==> src/rtl/alu_cmd_sequencer_if.sv <==
// Command-load, replay-control and ALU-side signals of the ALU command sequencer.
// The slave modport is the sequencer; the master modport is the host plus the ALU.
interface alu_cmd_sequencer_if #(
  parameter int DEPTH = 8,
  parameter int WIDTH = 4
);
  localparam int CW = $clog2(DEPTH + 1);

  logic             load_valid;
  logic [1:0]       load_op;
  logic [WIDTH-1:0] load_operand;
  logic             load_ready;
  logic             clear;
  logic             start;
  logic             busy;
  logic             done;
  logic [CW-1:0]    count;
  logic [1:0]       alu_op;
  logic [WIDTH-1:0] alu_operand;
  logic [WIDTH-1:0] alu_result;
  logic [WIDTH-1:0] expected;
  logic             mismatch;
  logic [3:0]       err_count;

  modport slave (
    input  load_valid, load_op, load_operand, clear, start, alu_result,
    output load_ready, busy, done, count, alu_op, alu_operand, expected, mismatch, err_count
  );

  modport master (
    output load_valid, load_op, load_operand, clear, start, alu_result,
    input  load_ready, busy, done, count, alu_op, alu_operand, expected, mismatch, err_count
  );
endinterface

==> src/rtl/alu_cmd_sequencer.sv <==
// Buffers a short ALU program, replays it one command per clock and checks each
// ALU result against a shadow accumulator; done pulses after the last check.
module alu_cmd_sequencer #(
  parameter int DEPTH = 8,
  parameter int WIDTH = 4
) (
  input logic                clock,
  input logic                reset_L,
  alu_cmd_sequencer_if.slave bus
);
  localparam int CW = $clog2(DEPTH + 1);
  localparam int IW = $clog2(DEPTH);

  typedef enum logic [1:0] {S_IDLE, S_RUN, S_DRAIN, S_DONE} state_t;
  typedef struct packed {
    logic [1:0]       op;
    logic [WIDTH-1:0] operand;
  } cmd_t;

  state_t           state, state_nxt;
  cmd_t             entry [DEPTH];
  logic [CW-1:0]    count;
  logic [IW-1:0]    idx;
  logic [1:0]       alu_op;
  logic [WIDTH-1:0] alu_operand;
  logic [WIDTH-1:0] expected;
  logic             check_en;
  logic             mismatch;
  logic [3:0]       err_count;
  logic             not_full;
  logic             last_issue;
  logic             run_go;
  logic             empty_go;
  logic             load_fire;

  function automatic logic [WIDTH-1:0] alu_apply(input logic [WIDTH-1:0] a,
                                                 input logic [1:0]       op,
                                                 input logic [WIDTH-1:0] b);
    case (op)
      2'b00:   return a + b;
      2'b01:   return a - b;
      2'b10:   return a | b;
      default: return a ^ b;
    endcase
  endfunction

  assign not_full   = (count < CW'(DEPTH));
  assign last_issue = (CW'(idx) == count - CW'(1));
  // clear outranks start, start outranks load
  assign run_go     = (state == S_IDLE) && !bus.clear && bus.start && (count != '0);
  assign empty_go   = (state == S_IDLE) && !bus.clear && bus.start && (count == '0);
  assign load_fire  = (state == S_IDLE) && !bus.clear && !bus.start && bus.load_valid && not_full;

  always_ff @(posedge clock or negedge reset_L) begin
    if (!reset_L) state <= S_IDLE;
    else          state <= state_nxt;
  end

  always_comb begin
    state_nxt = state;
    case (state)
      S_IDLE: begin
        if (run_go)        state_nxt = S_RUN;
        else if (empty_go) state_nxt = S_DONE;
      end
      S_RUN:   if (last_issue) state_nxt = S_DRAIN;
      S_DRAIN: state_nxt = S_DONE;
      default: state_nxt = S_IDLE;
    endcase
  end

  always_comb begin
    bus.load_ready = (state == S_IDLE) && not_full;
    bus.busy       = (state == S_RUN) || (state == S_DRAIN);
    bus.done       = (state == S_DONE);
  end

  // queue storage needs no reset: only entries below count are ever read
  always_ff @(posedge clock) begin
    if (load_fire) entry[IW'(count)] <= {bus.load_op, bus.load_operand};
  end

  always_ff @(posedge clock or negedge reset_L) begin
    if (!reset_L) begin
      count       <= '0;
      idx         <= '0;
      alu_op      <= 2'b00;
      alu_operand <= '0;
      expected    <= '0;
      check_en    <= 1'b0;
      mismatch    <= 1'b0;
      err_count   <= 4'd0;
    end else begin
      // the ALU applies whatever sits on its bus at this edge; mirror it here
      check_en <= (state == S_RUN);
      if (state == S_RUN) expected <= alu_apply(expected, alu_op, alu_operand);

      // result of the previous edge's command is visible now
      if (check_en && (bus.alu_result != expected)) begin
        mismatch <= 1'b1;
        if (err_count != 4'hF) err_count <= err_count + 4'd1;
      end

      alu_op      <= 2'b00;
      alu_operand <= '0;

      if ((state == S_IDLE) && bus.clear) count <= '0;
      if (load_fire) count <= count + CW'(1);

      if (run_go) begin
        idx         <= '0;
        alu_op      <= entry[0].op;
        alu_operand <= entry[0].operand;
        mismatch    <= 1'b0;
        err_count   <= 4'd0;
      end

      if ((state == S_RUN) && !last_issue) begin
        idx         <= idx + IW'(1);
        alu_op      <= entry[idx + IW'(1)].op;
        alu_operand <= entry[idx + IW'(1)].operand;
      end
    end
  end

  assign bus.count       = count;
  assign bus.alu_op      = alu_op;
  assign bus.alu_operand = alu_operand;
  assign bus.expected    = expected;
  assign bus.mismatch    = mismatch;
  assign bus.err_count   = err_count;
endmodule

==> src/flat_wrapper.sv <==
// flat-port wrapper written by rule: the top's interface ports become plain ports
module alu_cmd_sequencer_flat 
#(
  parameter int DEPTH = 8,
  parameter int WIDTH = 4
)
  (clock, reset_L, bus_load_valid, bus_load_op, bus_load_operand, bus_clear, bus_start, bus_alu_result, bus_load_ready, bus_busy, bus_done, bus_count, bus_alu_op, bus_alu_operand, bus_expected, bus_mismatch, bus_err_count);
  alu_cmd_sequencer_if #(.DEPTH(DEPTH), .WIDTH(WIDTH)) bus_i ();
  input logic clock;
  input logic reset_L;
  input wire logic [$bits(bus_i.load_valid)-1:0] bus_load_valid;
  input wire logic [$bits(bus_i.load_op)-1:0] bus_load_op;
  input wire logic [$bits(bus_i.load_operand)-1:0] bus_load_operand;
  input wire logic [$bits(bus_i.clear)-1:0] bus_clear;
  input wire logic [$bits(bus_i.start)-1:0] bus_start;
  input wire logic [$bits(bus_i.alu_result)-1:0] bus_alu_result;
  output wire logic [$bits(bus_i.load_ready)-1:0] bus_load_ready;
  output wire logic [$bits(bus_i.busy)-1:0] bus_busy;
  output wire logic [$bits(bus_i.done)-1:0] bus_done;
  output wire logic [$bits(bus_i.count)-1:0] bus_count;
  output wire logic [$bits(bus_i.alu_op)-1:0] bus_alu_op;
  output wire logic [$bits(bus_i.alu_operand)-1:0] bus_alu_operand;
  output wire logic [$bits(bus_i.expected)-1:0] bus_expected;
  output wire logic [$bits(bus_i.mismatch)-1:0] bus_mismatch;
  output wire logic [$bits(bus_i.err_count)-1:0] bus_err_count;
  assign bus_i.load_valid = bus_load_valid;
  assign bus_i.load_op = bus_load_op;
  assign bus_i.load_operand = bus_load_operand;
  assign bus_i.clear = bus_clear;
  assign bus_i.start = bus_start;
  assign bus_i.alu_result = bus_alu_result;
  assign bus_load_ready = bus_i.load_ready;
  assign bus_busy = bus_i.busy;
  assign bus_done = bus_i.done;
  assign bus_count = bus_i.count;
  assign bus_alu_op = bus_i.alu_op;
  assign bus_alu_operand = bus_i.alu_operand;
  assign bus_expected = bus_i.expected;
  assign bus_mismatch = bus_i.mismatch;
  assign bus_err_count = bus_i.err_count;
  alu_cmd_sequencer #(.DEPTH(DEPTH), .WIDTH(WIDTH)) u_core (.clock(clock), .reset_L(reset_L), .bus(bus_i));
endmodule
==> config.mk <==
export PLATFORM = sky130hd
export DESIGN_NAME = alu_cmd_sequencer_flat
export DESIGN_NICKNAME = d
export VERILOG_FILES = /design/src/rtl/alu_cmd_sequencer_if.sv /design/src/rtl/alu_cmd_sequencer.sv /design/src/flat_wrapper.sv
export SDC_FILE = /design/constraint.sdc
export NUM_CORES = 1
export LEC_CHECK = 0
export BUFFER_PORTS_ARGS = -buffer_cell sky130_fd_sc_hd__buf_2
export CAP_MARGIN = 25
export CORE_MARGIN = 4
export CORE_UTILIZATION = 40
export DETAILED_ROUTE_END_ITERATION = 16
export SYNTH_ARGS = -nofsm -noshare
export SYNTH_HDL_FRONTEND = slang
export SYNTH_SLANG_ARGS = --single-unit
==> constraint.sdc <==
create_clock -name clock -period 2.1 [get_ports clock]
set_input_delay 0.21 -clock clock [delete_from_list [all_inputs] [get_ports clock]]
set_output_delay 0.21 -clock clock [all_outputs]
set_load 0.02 [all_outputs]
==> key figures <==
Outcome
  • Outcome: finished clean

Routing
  • Initial DRC count: slightly above 80
  • DR pass1 iterations: 4
  • Total number of vias: 2097
  • WL final: 6.181 mm
  • DRC: 0
  • Wire per inst: 14.79 um
  • Post-route ant nets: 0
  • Vias/cell: 5.017

Floorplan
  • DIE AREA: 10280 sq um
  • Initial Util: 0.4181
  • Row count: 33
  • IO Pins: 37
  • Chip width: 101.4 um
  • Std-Cell Core Area: 8341 sq um
  • Chip height: between 100 and 150 um

STA
  • Slew Viols, Final: 0
  • Fmax: 0.5190 GHz
  • Final Worst Setup Slack: 0.1732 ns
  • TNS Setup: 0 ns
  • Post-layout min period: between 1.5 and 2 ns
  • RSZ-0062 raised after global routing: no
  • Slew headroom: 0.6112
  • Hold slack: 0.07572 ns
  • Final hold vios: 0
  • Setup Viol. Count Final: 0
  • Slew @ Worst Pin: 0.5832 ns
  • Period utilisation layout: 0.9175
  • Fin Clk Skew: between 0.009 and 0.01 ns

Critical path
  • CP startpoint: u_core.state[0]
  • Critical path data required time: 2.15 ns
  • Worst reg2reg path startpoint: u_core.state[0]
  • Reg-to-reg critical path endpoint: u_core.entry[1][5]
  • Crit path max fanout: 6
  • WP data arrival: 1.98 ns
  • FF-to-FF setup slack: 0.17 ns
  • Critical Path End Type: flop
  • WS Path Type: reg2reg
  • Worst-case reg-to-reg path depth: 7
  • Type of origin of the critical path: flop
  • Worst setup endpoint: u_core.entry[1][5]

Global route
  • GRT overflow: 0
  • Global-route wire length before repair: 10.53 mm
  • Total GRT Usage: 0.1353
  • Largest net degree at the start of global routing: 26
  • Vias in the first global route: approximately 2100
  • Initial antenna violation count: 0

Clocking
  • Post-CTS Setup Bufs: 0
  • Worst-Skew Late Latency: 0.34 ns
  • H-tree depth: 3
  • CTS Root Cell: clkbuf_8
  • CTS tree: built
  • Clock slew at reported path FFs: 0.08 ns
  • Number of CTS-inserted buffers: 9
  • Clock Sinks: 73
  • Clk buf depth: 2

Synth
  • Post-synth cell types: 39
  • Seq/Total Area, Yosys: 0.5928
  • Cells after Synth: 250
  • Yosys warning total: 0
  • Post-synth top area cell: edfxtp_1
  • Synth top cells by count: 48 x edfxtp_1, 25 x dfrtp_1, 19 x inv_1, 19 x nand2_1, 17 x ha_1
  • Syn Std Cell Area: 3487 sq um
  • Async set or reset register ratio after synthesis: 0.3425
  • Syn Area/Cell: 13.95 sq um
  • EDFF count, synth: 48
  • Top-count cell post-synth: edfxtp_1
  • Post-synthesis net count: 283
  • Share of the synthesized area in the top cell type: 0.4133
  • Yosys reg bits: 73
  • Main synth FF type: edfxtp_1
  • Synth top area cells: edfxtp_1 41%, dfrtp_1 18%, mux4_2 7.8%

Worst hold path
  • Hold crit path type: in2reg

Power
  • Worst vdd ir: 586.1 uV
  • Lkg Pwr: 1.708 nW
  • Sw frac: 0.2349
  • Pint: 0.002361 W
  • Flop pwr share: 0.525
  • Sw Pwr: 0.0007249 W
  • Pwr Density: 744.3 nW/um^2
  • Logic pwr share: 0.091
  • Clock group share of total power: 0.384

Place
  • DP HPWL: 4.487 mm
  • IO Port Bufs: 36
  • Placed cell count: ~400
  • GPL Wtd Cong: between 0.7 and 0.8
  • Pre-CTS setup slack: ~0.11 ns

Final layout
  • Layout Nets: about 340
  • Share of cells above drive strength 1: 0.3099
  • Area Overhead vs Synth: 18.91%
  • Fin cells: 418
  • # diodes: 0

Flow run
  • Max cap viols: 0
## cell families (layout without fill, tap and decap cells)
logic type                 count (synthesis)  in the layout  synth area share
adders and majority gates                 18             18           0.06674
AOI/OAI and AO/OA                         41             41           0.08827
xor gates and xnor gates                  18             18           0.04737
buffers and inverters                     28             91           0.03481
and+or+nand+nor                           51             51           0.06638
DFF                                       73             73            0.5928
muxes                                     21             21            0.1037
## worst min-delay path by stage
stage                         start                       to  slack [ns]  cells past startpoint
after detailed placement    reset_L  u_core.bus.err_count[0]        0.25                      1
after global routing      bus_clear      u_core.bus.count[2]        0.05                      2
after CTS                 bus_clear      u_core.bus.count[2]        0.05                      2
after floorplan             reset_L     u_core.bus.alu_op[0]       -0.09                      0
after global placement      reset_L  u_core.bus.err_count[0]        0.25                      1
final                     bus_clear      u_core.bus.count[2]        0.08                      2
## layer usage
layer / vias to the layer above / GRT usage / wire, um
met4: 0 / 0.03988 / 53
met2: 53 / 0.2088 / 2895
li1: 1029 / - / -
met1: 1009 / 0.1813 / 2822
met3: 6 / 0.04752 / 409
met5: - / 0 / 0
## power groups by stage
| stage | sequential, W | clock, W | combinational [W] |
|---|---|---|---|
| 3_5_place_dp | 0.00165 | 0 | 0.000286 |
| 4_1_cts | 0.00162 | 0.00123 | 0.000289 |
| 2_1_floorplan | 0.00170 | 0 | 0.000139 |
| 5_1_grt | 0.00163 | 0.00131 | 0.000321 |
| 3_3_place_gp | 0.00165 | 0 | 0.000279 |
| 6_report | 0.00162 | 0.00119 | 0.000281 |
## through the flow
step                instance area (sq um)  power [W]  utilization
detailed placement                   3914   0.001939       0.4692
CTS                                  4138   0.003137       0.4961
finish                               4146   0.003086       0.4972
floorplan                            3502   0.001839            -
global route                         4146   0.003260       0.4972
global placement                     3914   0.001930       0.4692
## registers in the layout (all words and copies together), names as in the netlist
signal                  cells
u_core.bus.alu_op           2
u_core.bus.alu_operand      4
u_core.bus.count            4
u_core.bus.err_count        4
u_core.bus.expected         4
u_core.bus.mismatch         1
u_core.check_en             1
u_core.entry               48
u_core.idx                  3
u_core.state                2
## cell type report
cell class / instances / area [sq um]
Timing Repair Buffer: 57 / 340.3
Fill cell: 748 / 4194
Multi-Input combinational cell: 149 / 1323
Clock buffer: 9 / 123.9
Inverter: 19 / 71.32
Sequential cell: 73 / 2067
Clock inverter: 6 / 90.09
Tap cell: 105 / 131.4
## cell usage in the layout, fill, tap and decap left out, types with 8 or more instances in the layout
master     n
dfrtp_1   25
ha_1      17
edfxtp_1  48
nand2_1   19
buf_4     20
o21ai_0   16
mux4_2    12
xnor2_1    9
buf_2     36
xor2_1     8
nor2_1    14
clkbuf_8   9
mux2i_1    8
inv_1     19
## worst max-delay path: stages (launching register included)
cell and delay, ns:
dfrtp_1 0.42, inv_1 0.11, ha_1 0.18, nor2b_2 0.14
and4bb_2 0.30, nand2_1 0.16, nor3_2 0.14, buf_4 0.18
## what timing repair did
action	CTS	global route
endpoints found under the setup margin	0	7
hold buffers	1	0
resized for setup	0	2
endpoints found under the hold margin	25	0
(Power assumes the default switching activity.)
